`src/rtl/ls_agu.sv`:
```
// rtl/ls_agu.sv - load/store address generation unit with an in-order issue queue
package ls_agu_pkg;
   typedef logic [3:0] LS_FUNC;

   localparam LS_FUNC LS_NONE = 4'd0;
   localparam LS_FUNC LS_LB   = 4'd1;
   localparam LS_FUNC LS_LH   = 4'd2;
   localparam LS_FUNC LS_LW   = 4'd3;
   localparam LS_FUNC LS_LBU  = 4'd4;
   localparam LS_FUNC LS_LHU  = 4'd5;
   localparam LS_FUNC LS_SB   = 4'd6;
   localparam LS_FUNC LS_SH   = 4'd7;
   localparam LS_FUNC LS_SW   = 4'd8;

   typedef struct packed {
      logic [31:0] addr;
      logic [31:0] data;
      LS_FUNC      ls_func;
      logic [6:0]  rd;
   } INSTRUCTION_LS;
endpackage

module ls_agu
   import ls_agu_pkg::*;
#(
   parameter int DEPTH = 4
) (
   input  logic          clk,
   input  logic          reset,
   input  logic          in_valid,
   output logic          in_ready,
   input  LS_FUNC        in_ls_func,
   input  logic [31:0]   in_base,
   input  logic [11:0]   in_imm,
   input  logic [31:0]   in_data,
   input  logic [6:0]    in_rd,
   input  logic          flush,
   output INSTRUCTION_LS instruction,
   input  logic          instruction_ready,
   output logic          misaligned_valid,
   output logic [6:0]    misaligned_rd,
   output logic [31:0]   misaligned_addr
);
   localparam int AW = $clog2(DEPTH);
   localparam logic [AW:0] C_FULL = (AW+1)'(DEPTH);

   logic [AW-1:0] r_wr_ptr;
   logic [AW-1:0] r_rd_ptr;
   logic [AW:0]   r_count;

   logic [31:0]   r_q_addr [DEPTH];
   logic [31:0]   r_q_data [DEPTH];
   LS_FUNC        r_q_func [DEPTH];
   logic [6:0]    r_q_rd   [DEPTH];

   logic          r_mis_valid;
   logic [6:0]    r_mis_rd;
   logic [31:0]   r_mis_addr;

   logic          w_full;
   logic          w_empty;
   logic          w_accept;
   logic [31:0]   w_addr;
   logic          w_mem_op;
   logic          w_misaligned;
   logic          w_push;
   logic          w_pop;
   logic          w_mis_hit;

   assign w_full   = (r_count == C_FULL);
   assign w_empty  = (r_count == '0);
   assign in_ready = !w_full;

   // Accepts and issues are both frozen while reset or flush is applied.
   assign w_accept = in_valid && in_ready && !flush && reset;
   assign w_addr   = in_base + {{20{in_imm[11]}}, in_imm};
   assign w_mem_op = (in_ls_func >= LS_LB) && (in_ls_func <= LS_SW);

   always_comb begin
      w_misaligned = 1'b0;
      case (in_ls_func)
         LS_LH, LS_LHU, LS_SH: w_misaligned = w_addr[0];
         LS_LW, LS_SW:         w_misaligned = (w_addr[1:0] != 2'b00);
         default:              w_misaligned = 1'b0;
      endcase
   end

   assign w_push    = w_accept && w_mem_op && !w_misaligned;
   assign w_mis_hit = w_accept && w_mem_op && w_misaligned;
   assign w_pop     = !w_empty && instruction_ready && !flush && reset;

   always_ff @(posedge clk) begin
      if (!reset || flush) begin
         r_wr_ptr <= '0;
         r_rd_ptr <= '0;
         r_count  <= '0;
      end else begin
         if (w_push) r_wr_ptr <= r_wr_ptr + AW'(1);
         if (w_pop)  r_rd_ptr <= r_rd_ptr + AW'(1);
         case ({w_push, w_pop})
            2'b10:   r_count <= r_count + (AW+1)'(1);
            2'b01:   r_count <= r_count - (AW+1)'(1);
            default: r_count <= r_count;
         endcase
      end
   end

   // Payload storage needs no reset; the output mux never exposes an empty queue.
   always_ff @(posedge clk) begin
      if (w_push) begin
         r_q_addr[r_wr_ptr] <= w_addr;
         r_q_data[r_wr_ptr] <= in_data;
         r_q_func[r_wr_ptr] <= in_ls_func;
         r_q_rd[r_wr_ptr]   <= in_rd;
      end
   end

   always_ff @(posedge clk) begin
      if (!reset) begin
         r_mis_valid <= 1'b0;
         r_mis_rd    <= '0;
         r_mis_addr  <= '0;
      end else begin
         r_mis_valid <= w_mis_hit;
         if (w_mis_hit) begin
            r_mis_rd   <= in_rd;
            r_mis_addr <= w_addr;
         end
      end
   end

   assign misaligned_valid = r_mis_valid;
   assign misaligned_rd    = r_mis_rd;
   assign misaligned_addr  = r_mis_addr;

   always_comb begin
      instruction = '0;
      if (w_pop) begin
         instruction.addr    = r_q_addr[r_rd_ptr];
         instruction.data    = r_q_data[r_rd_ptr];
         instruction.ls_func = r_q_func[r_rd_ptr];
         instruction.rd      = r_q_rd[r_rd_ptr];
      end
   end
endmodule

```
`config.mk`:
```
export PLATFORM = sky130hd
export DESIGN_NAME = ls_agu
export DESIGN_NICKNAME = d
export VERILOG_FILES = /design/src/rtl/ls_agu.sv
export SDC_FILE = /design/constraint.sdc
export NUM_CORES = 1
export LEC_CHECK = 0
export CAP_MARGIN = 40
export CORE_MARGIN = 2
export CORE_UTILIZATION = 51
export CTS_BUF_LIST = sky130_fd_sc_hd__clkbuf_2
export CTS_CLUSTER_SIZE = 24
export DETAILED_ROUTE_END_ITERATION = 10
export PLACE_DENSITY = 0.82
export SKIP_LAST_GASP = 1
export SLEW_MARGIN = 20
export SYNTH_ARGS = -nofsm -noshare
export SYNTH_HDL_FRONTEND = slang
export SYNTH_SLANG_ARGS = --single-unit
```
`constraint.sdc`:
```
create_clock -name clk -period 5.4 [get_ports clk]
set_input_delay 1.08 -clock clk [delete_from_list [all_inputs] [get_ports clk]]
set_output_delay 1.08 -clock clk [all_outputs]
set_load 0.05 [all_outputs]
```
==> impl_metrics.py, run 1 <==
metrics = {
    "power_and_ir_drop": {
        "p_leak_nw": 6.65,
        "power_frac_clock_pct": 33.1,
        "intPower_w": 0.00385,
        "combPwrFrac_pct": 9.1,
        "switchingPower_w": 0.00133,
        "pwr-share-seq_pct": 57.8,
        "p_per_area_mw_per_mm2": 271,
        "vdd_ir_drop_max_uv": 136,
        "sw_frac_of_total_pct": 25.7,
    },
    "critical_path": {
        "worstSetupStartpointType": "input pin",
        "cp_max_fo": 44,
        "slowest_delay_ps": 460,
        "critPathCaptureType": "output pin",
        "crit_start": "reset",
        "rr_worst_depth": 8,
        "endpoint": "instruction[33]",
        "r2r-end": "r_count[2]",
        "slowest_stage": "clkdlybuf4s50_1",
        "cp.arrival_ps": 3100,
        "path_cells": "clkdlybuf4s50_1 > buf_4 > inv_2 > nor2_1 > o311ai_4 > buf_4 > nor2b_1 > buf_12",
        "rr_startpoint": "r_count[2]",
        "r2r_slack_ps": 2890,
        "required_ps": 4320,
        "crit_path_frequent_cell": "buf_4",
        "crit_type": "input pin to output pin",
    },
    "worst_hold_path": {
        "min_path_cells": 2,
        "min_path_type": "flop to flop",
    },
    "job": {
        "maxCapViolCount": 0,
    },
    "clocking": {
        "cts_hold_buf": 0,
        "post_cts_buffers": 0,
        "insertion_delay_ps": 880,
        "numClockSinks": 349,
        "cts_buffer_depth": 3,
        "root_buffer": "clkbuf_2",
        "cts_max_level": 3,
        "cts-buffers-inserted": 86,
        "clkSlewWorstSetupHoldPaths_ps": 90,
        "post_cts_resized": 0,
        "cts_tree": "yes",
    },
    "timing": {
        "finalHoldViolCount": 0,
        "drv_slew": 0,
        "slew_headroom_pct": 46.2,
        "tightest_slew_ps": 805,
        "finalClockSkew_ps": 113,
        "setup_viol": 0,
        "finalCritPeriodShare_pct": 77.4,
        "tns_ps": 0,
        "setup_ws_ps": 1220,
        "fin_crit_ps": 4180,
        "rsz0062_at_grt": "no",
        "clock.fmax_ghz": 0.239,
    },
    "die": {
        "die_x_um": 176,
        "core_area_sq_mm": 0.0289,
        "die_h_um": 176,
        "io_pins": 208,
        "dieArea_sq_mm": 0.0309,
        "placementRows": 62,
        "start_util_pct": 52.1,
    },
    "logic_synthesis": {
        "synth_area_sq_mm": 0.0150,
        "synth_warnings": 0,
        "syn_inst": 961,
        "synth-seq-area-share_pct": 66.4,
        "synth_seq_cells": 349,
        "synth.area.top_cells": "edfxtp_1 (60%), mux4_2 (11%), dfxtp_1 (6.5%)",
        "synth_edf_count": 300,
        "synth.distinct_cells": 56,
        "syn_avg_cell_area_sq_um": 15.6,
        "async_flop_share_pct": 0,
        "synth_ff_type": "edfxtp_1",
        "syn_nets": 1091,
        "yosys.area.top_type": "edfxtp_1",
        "yosys.area.top_type_share_pct": 59.9,
    },
    "drt": {
        "drc": 0,
        "vias": 9394,
        "via_per_inst": 5.59,
        "ant_nets": 0,
        "drt-total-wl_um": 33700,
        "wl_per_cell_um": 20.0,
        "dr.pass1.iters": 5,
        "dr.first_iter.drc_count": 759,
    },
    "cells_and_area": {
        "nets": 1354,
        "mostFrequentLayoutCells": "edfxtp_1 (300), clkdlybuf4s50_1 (132), clkbuf_2 (123)",
        "drive_gt1_share_pct": 24.3,
        "fin_util_pct": 66.3,
        "final.fill_count": 2044,
        "final_common_cell": "edfxtp_1",
        "area_growth_syn_to_layout_pct": 27.2,
        "multiInputGateArea_sq_mm": 0.00484,
        "regArea_sq_mm": 0.0100,
    },
    "placement": {
        "preCtsSetupSlack_ps": 1010,
        "gp_congestion": 0.878,
        "hpwl_um": 22000,
        "portBuffers": 207,
    },
    "global_routing": {
        "grt_max_degree": 47,
        "grt_first_pass_wirelength_um": 52600,
        "grt_overflow_total": 0,
        "antenna_found_initial": 1,
        "first_global_vias": 9553,
        "grtUsageTotal_pct": 22.2,
    },
    "outcome": {
        "status": "complete, no violations",
    },
}
-- Yosys cell counts, types with 3 or more instances --
library cell and n:
nor2b_1 78, and2_1 7, o21a_1 6, nand2b_1 6, nor3_1 9, o31a_1 3
a21oi_1 56, ha_1 36, o21ai_0 10, a211oi_1 5, dfxtp_1 49, o21bai_1 5
xor2_1 11, o21ai_1 4, nand4_1 8, mux4_2 75, nand2_1 62, or3_1 4
xnor2_1 19, nand3_1 11, a21o_1 27, clkbuf_1 32, edfxtp_1 300, nor2_1 40
and3_1 22, o211ai_1 4, a31oi_1 8, inv_1 14, buf_2 12, o2111ai_1 3
and4_1 3
-- cell type report --
cell class,instances,share of cell area (%)
multi-input cells,551,25.3
flip-flops and latches,349,52.3
clock buffers,123,3.22
well taps,384,2.51
inverters,16,0.314
clock inverters,37,0.982
repair buffers,220,15.4
diodes,1,0.0131
-- worst min path at each step --
stage,startpoint,to,slack (ps)
2_1_floorplan,r_count[2],r_count[2],470
4_1_cts,misaligned_rd[5],misaligned_rd[5],460
5_1_grt,misaligned_rd[5],misaligned_rd[5],480
3_3_place_gp,misaligned_rd[4],misaligned_rd[4],440
3_5_place_dp,misaligned_rd[5],misaligned_rd[5],450
6_report,misaligned_rd[5],misaligned_rd[5],460
-- metal layers --
metal  track usage [%]  vias up  share of wire (%)
li1                  -     4324                  -
met3              4.13       53                6.8
met4              7.33        0                1.7
met5                 0        -                  0
met2              37.4      382                 51
met1              29.3     4635                 41
-- cells by family (layout without fill, tap and decap cells) --
kind of cell / count (synthesis) / count (layout) / synth area share (%)
XOR/XNOR: 30 / 30 / 1.75
multiplexers: 78 / 78 / 11.4
AND/OR/NAND/NOR: 252 / 252 / 8.70
AO/OA/AOI/OAI: 153 / 153 / 6.78
flip-flops: 349 / 349 / 66.4
adder cells (fa/ha/maj): 38 / 38 / 3.26
other: 0 / 1 / 0
buffers and inverters: 61 / 396 / 1.62
-- power by group through the flow --
stage	clock (W)	combinational [W]	sequential, W
after global routing	0.00190	0.000514	0.00300
after detailed placement	0	0.000464	0.00306
after CTS	0.00177	0.000467	0.00300
after floorplan	0	0.000265	0.00307
final	0.00172	0.000473	0.00300
after global placement	0	0.000452	0.00306
-- flip-flops by register name (all words and copies together) (netlist names), named ones only --
signal and count:
r_q_data 128, r_rd_ptr 2, misaligned_rd 7, r_q_rd 28
misaligned_valid 1, r_q_func 16, r_q_addr 128, r_count 3
r_wr_ptr 2, misaligned_addr 32
-- metrics by stage --
| step | power [W] | instance area (sq um) | std cells | hold WS (ps) |
|---|---|---|---|---|
| floorplan | 0.00333 | 15000 | 961 | 472 |
| detailed placement | 0.00352 | 18300 | 1520 | 446 |
| global placement | 0.00351 | 18200 | 1517 | 442 |
| finish | 0.00518 | 19100 | 1681 | 457 |
| CTS | 0.00523 | 19100 | 1680 | 458 |
| global route | 0.00542 | 19100 | 1681 | 483 |
-- critical path: cells and delay by family --
family	cells	cell delay, ps
AO/OA/AOI/OAI	1	150
buffers and inverters	5	1260
AND/OR/NAND/NOR	2	560
No activity file was read; power rests on OpenSTA's default activity.
==> inputs of run 2 (changes only) <==
--- a/config.mk
+++ b/config.mk
@@ -11,7 +11,7 @@
 export CTS_BUF_LIST = sky130_fd_sc_hd__clkbuf_2
 export CTS_CLUSTER_SIZE = 24
 export DETAILED_ROUTE_END_ITERATION = 10
-export PLACE_DENSITY = 0.82
+export PLACE_DENSITY = 0.85
 export SKIP_LAST_GASP = 1
 export SLEW_MARGIN = 20
 export SYNTH_ARGS = -nofsm -noshare
==> constraint.sdc (replaced) <==
create_clock -name clk -period 3.5 [get_ports clk]
set_input_delay 0.7 -clock clk [delete_from_list [all_inputs] [get_ports clk]]
set_output_delay 0.7 -clock clk [all_outputs]
set_load 0.05 [all_outputs]
==> impl_metrics.py, run 2 (synthesis results as in run 1) <==
metrics = {
    "critical_path": {
        "rr_worst_depth": 7,
        "critPathCaptureType": "output pin",
        "cp_max_fo": 29,
        "crit_cells": 4,
        "cp.arrival_ps": 2570,
        "cp_top_family": "flip-flops",
        "worstSetupStartpointType": "flop",
        "required_ps": 2800,
        "path_cells": "buf_4 > mux4_2 > nor2b_1 > buf_12",
        "path_buf_inv": 2,
        "crit_type": "flop to output pin",
        "slowest_stage": "dfxtp_4",
        "slowest_delay_ps": 670,
    },
    "die": {
        "die_x_um": 176,
        "dieArea_sq_mm": 0.0309,
        "die_h_um": 176,
        "io_pins": 208,
        "core_area_sq_mm": 0.0289,
        "placementRows": 62,
        "start_util_pct": 52.1,
    },
    "power_and_ir_drop": {
        "p_leak_nw": 6.87,
        "pwr-share-seq_pct": 59.3,
        "power_frac_clock_pct": 30.5,
        "p_per_area_mw_per_mm2": 399,
        "total_power_w": 0.00779,
        "sw_frac_of_total_pct": 25.0,
        "combPwrFrac_pct": 10.2,
        "switchingPower_w": 0.00194,
        "vdd_ir_drop_max_uv": 181,
        "intPower_w": 0.00585,
    },
    "drt": {
        "wl_per_cell_um": 20.2,
        "ant_nets": 0,
        "via_per_inst": 5.59,
        "vias": 9545,
        "drt-total-wl_um": 34500,
        "dr.first_iter.drc_count": 776,
        "dr.pass1.iters": 5,
        "drc": 0,
    },
    "timing": {
        "tightest_slew_ps": 646,
        "slew_headroom_pct": 56.9,
        "whs_ps": 459,
        "setup_ws_ps": 228,
        "rsz0062_at_grt": "no",
        "finalCritPeriodShare_pct": 93.5,
        "finalHoldViolCount": 0,
        "drv_slew": 0,
        "setup_viol": 0,
        "clock.fmax_ghz": 0.306,
        "fin_crit_ps": 3270,
        "finalClockSkew_ps": 34.0,
    },
    "cells_and_area": {
        "regArea_sq_mm": 0.0100,
        "multiInputGateArea_sq_mm": 0.00484,
        "area_growth_syn_to_layout_pct": 29.9,
        "final_common_cell": "edfxtp_1",
        "nets": 1395,
        "mostFrequentLayoutCells": "edfxtp_1 (300), clkdlybuf4s50_1 (132), clkbuf_2 (117)",
        "final.fill_count": 1976,
        "drive_gt1_share_pct": 26.5,
    },
    "placement": {
        "preCtsSetupSlack_ps": -302,
        "portBuffers": 207,
        "gp_congestion": 0.892,
        "hpwl_um": 23000,
    },
    "global_routing": {
        "grt_overflow_total": 0,
        "first_global_vias": 9810,
        "antenna_found_initial": 1,
        "grtUsageTotal_pct": 22.4,
        "grt_max_degree": 44,
        "grt_first_pass_wirelength_um": 52800,
    },
    "worst_hold_path": {
        "min_path_cells": 2,
        "min_path_type": "flop to flop",
    },
    "outcome": {
        "status": "complete, no violations",
    },
    "clocking": {
        "root_buffer": "clkbuf_2",
        "cts_buffer_depth": 3,
        "cts_max_level": 3,
        "cts-buffers-inserted": 81,
        "cts_tree": "yes",
        "clkSlewWorstSetupHoldPaths_ps": 100,
        "numClockSinks": 349,
        "insertion_delay_ps": 810,
        "post_cts_resized": 0,
    },
    "job": {
        "maxCapViolCount": 0,
    },
}
[run 2: cell count changes in the layout (fill, tap and decap cells not counted), sizes merged]
cell and change:
diode +1, clkbuf -6, buf +46, bufinv -1
clkinv -12, inv +2, clkinvlp -3
[run 2: worst reg2reg max path, stage by stage (launching register included)]
cell and delay [ps]:
dfxtp_1 370, o311ai_4 630, inv_1 140, ha_1 260, fa_1 380, xnor2_1 140
or3_1 310, a21oi_1 140
[run 2: cell type report]
type	instances	share of cell area, %
timing repair buffer	266	17.8
clock inverter	23	0.461
tap	384	2.46
antenna	2	0.0256
multi-input combinational	551	24.8
sequential	349	51.2
clock buffer	117	3.00
inverter	16	0.307
[run 2: final timing paths]
| check | slack, ps | start | to |
|---|---|---|---|
| hold reg to reg | 460 | misaligned_addr[14] | misaligned_addr[14] |
| hold / removal | 460 | misaligned_addr[14] | misaligned_addr[14] |
| setup reg to reg | 1060 | r_count[2] | r_count[2] |
| setup / recovery | 230 | flop | instruction[69] |
[run 2: power by group through the flow]
stage	sequential (W)	combinational [W]	clock [W]
4_1_cts	0.00462	0.000781	0.00246
3_5_place_dp	0.00472	0.000778	0
3_3_place_gp	0.00471	0.000747	0
2_1_floorplan	0.00473	0.000409	0
5_1_grt	0.00462	0.000853	0.00266
6_report	0.00462	0.000791	0.00238
[run 2: what timing repair did]
action | CTS | global route
setup buffers | 1 | 0
setup endpoints to repair | 30 | 0
hold buffers | 0 | 0
[run 2: layer usage]
| layer | share of wire (%) | vias up | GRT usage [%] |
|---|---|---|---|
| li1 | - | 4370 | - |
| met1 | 40 | 4690 | 28.5 |
| met2 | 50 | 424 | 38.5 |
| met3 | 7.2 | 61 | 4.18 |
| met4 | 2.5 | 0 | 8.78 |
| met5 | 0 | - | 0 |
[run 2: stage by stage]
step           util (%)  instances  cell area, sq um  setup TNS, ps
2_1_floorplan         -        961             15000              0
3_3_place_gp       65.3       1565             18800           -589
3_5_place_dp       65.3       1565             18800          -2660
4_1_cts            67.7       1706             19500              0
5_1_grt            67.7       1707             19500              0
6_report           67.7       1708             19500              0
==> inputs of run 3 (changes only) <==
--- a/config.mk
+++ b/config.mk
@@ -6,9 +6,10 @@
 export NUM_CORES = 1
 export LEC_CHECK = 0
 export CAP_MARGIN = 40
-export CORE_MARGIN = 2
+export CORE_MARGIN = 5
 export CORE_UTILIZATION = 51
 export CTS_BUF_LIST = sky130_fd_sc_hd__clkbuf_2
+export CTS_CLUSTER_DIAMETER = 30
 export CTS_CLUSTER_SIZE = 24
 export DETAILED_ROUTE_END_ITERATION = 10
 export PLACE_DENSITY = 0.85
==> impl_metrics.py, run 3 (synthesis results as in run 1) <==
metrics = {
    "clocking": {
        "insertion_delay_ps": 890,
        "cts_tree": "yes",
        "numClockSinks": 349,
        "cts-buffers-inserted": 45,
        "cts_hold_buf": 0,
        "post_cts_resized": 0,
        "cts_buffer_depth": 3,
        "cts_max_level": 2,
        "clkSlewWorstSetupHoldPaths_ps": 210,
        "root_buffer": "clkbuf_2",
    },
    "die": {
        "start_util_pct": 52.0,
        "core_area_sq_mm": 0.0289,
        "io_pins": 208,
        "placementRows": 62,
        "die_x_um": 182,
        "dieArea_sq_mm": 0.0330,
        "die_h_um": 182,
    },
    "drt": {
        "drt-total-wl_um": 35400,
        "vias": 9457,
        "dr.first_iter.drc_count": 654,
        "wl_per_cell_um": 21.2,
        "ant_nets": 0,
        "via_per_inst": 5.66,
        "dr.pass1.iters": 5,
        "drc": 0,
    },
    "timing": {
        "rsz0062_at_grt": "no",
        "setup_ws_ps": 140,
        "slew_headroom_pct": 60.7,
        "finalCritPeriodShare_pct": 96.0,
        "finalHoldViolCount": 0,
        "finalClockSkew_ps": 80.1,
        "drv_slew": 0,
        "setup_viol": 0,
        "tns_ps": 0,
        "clock.fmax_ghz": 0.298,
        "fin_crit_ps": 3360,
        "tightest_slew_ps": 588,
    },
    "global_routing": {
        "grtUsageTotal_pct": 21.2,
        "first_global_vias": 9894,
        "grt_overflow_total": 0,
        "antenna_found_initial": 1,
        "grt_max_degree": 45,
        "grt_first_pass_wirelength_um": 55400,
    },
    "placement": {
        "preCtsSetupSlack_ps": -236,
        "portBuffers": 207,
        "gp_congestion": 0.895,
        "hpwl_um": 24100,
    },
    "power_and_ir_drop": {
        "p_leak_nw": 6.81,
        "p_per_area_mw_per_mm2": 407,
        "vdd_ir_drop_max_uv": 227,
    },
    "critical_path": {
        "slowest_stage": "clkdlybuf4s50_1",
        "r2r_slack_ps": 1080,
        "crit_type": "input pin to output pin",
        "cp.arrival_ps": 2660,
        "required_ps": 2800,
        "crit_path_frequent_cell": "buf_12",
        "worstSetupStartpointType": "input pin",
        "path_cells": "clkdlybuf4s50_1 > inv_2 > nor2_1 > o311ai_4 > buf_4 > buf_12 > nor2b_1 > buf_12",
        "cp_top_family": "buffers and inverters",
        "cp_max_fo": 26,
        "path_buf_inv": 5,
        "slowest_delay_ps": 540,
        "critPathCaptureType": "output pin",
    },
    "cells_and_area": {
        "final_common_cell": "edfxtp_1",
        "mostFrequentLayoutCells": "edfxtp_1 (300), clkdlybuf4s50_1 (132), buf_12 (90)",
        "final.fill_count": 1909,
        "area_growth_syn_to_layout_pct": 30.9,
        "nets": 1378,
        "fin_util_pct": 68.0,
        "drive_gt1_share_pct": 25.5,
    },
    "worst_hold_path": {
        "min_path_type": "input pin to flop",
    },
    "job": {
        "maxCapViolCount": 0,
    },
    "outcome": {
        "status": "complete, no violations",
    },
}
[run 3: cell types whose count changed in the layout (fill, tap and decap cells not counted), moves of 2 or more]
| cell | previous run | this run |
|---|---|---|
| clkbuf_2 | 117 | 48 |
| buf_4 | 42 | 63 |
| clkinv_1 | 17 | 2 |
| clkinvlp_4 | 0 | 7 |
| inv_2 | 5 | 3 |
| bufinv_16 | 0 | 6 |
| inv_8 | 0 | 2 |
| clkinv_8 | 0 | 6 |
| inv_6 | 0 | 7 |
[run 3: cell type report]
class | instances | area [sq um] | share of cell area, %
Sequential cell | 349 | 10000 | 50.8
Multi-Input combinational cell | 551 | 4840 | 24.6
Timing Repair Buffer | 285 | 3600 | 18.3
Tap cell | 384 | 480 | 2.44
Clock inverter | 36 | 465 | 2.36
Clock buffer | 48 | 240 | 1.22
Inverter | 16 | 60.1 | 0.305
Antenna cell | 1 | 2.50 | 0.0127
[run 3: path summary, 6_finish.rpt]
check | startpoint | endpoint | cells past startpoint
min reg2reg | misaligned_addr[2] | misaligned_addr[2] | 2
max | reset | instruction[67] | 8
min | in_data[28] | r_q_data[1][28] | 1
max reg2reg | r_count[0] | r_count[2] | 10
[run 3: power breakdown]
| group | total, W | switching [W] | internal [W] |
|---|---|---|---|
| clock | 0.00258 | 0.00160 | 0.000982 |
| combinational | 0.000808 | 0.000450 | 0.000358 |
| sequential | 0.00463 | 0.0000104 | 0.00462 |
| total | 0.00802 | 0.00206 | 0.00596 |
[run 3: metal layers]
layer  share of wire (%)  GRT usage (%)
met1                  41           28.9
met2                  51           36.5
met3                 6.1           3.18
met4                 1.9           5.16
met5                   0              0
[run 3: worst register-to-register path: stages, from the launching register on]
cell	delay, ps
dfxtp_1	520
nor2_1	80
nand2_1	100
and4_1	240
and2_1	170
inv_1	50
ha_1	230
fa_1	380
xnor2_1	150
or3_1	300
a21oi_1	150
[run 3: timing repair]
action / 4_1_cts / 5_1_grt
gates cloned: 0 / 0
endpoints found under the setup margin: 30 / 15
buffers inserted: 3 / 1
pin swaps: 1 / 0
[run 3: metrics by stage]
step	hold WS (ps)	total power [W]	cells	instance area, sq um
after global placement	443	0.00548	1581	18900
after global routing	386	0.00836	1670	19700
final	457	0.00802	1670	19700
after floorplan	472	0.00514	961	15000
after CTS	364	0.00808	1668	19700
after detailed placement	447	0.00551	1581	18900
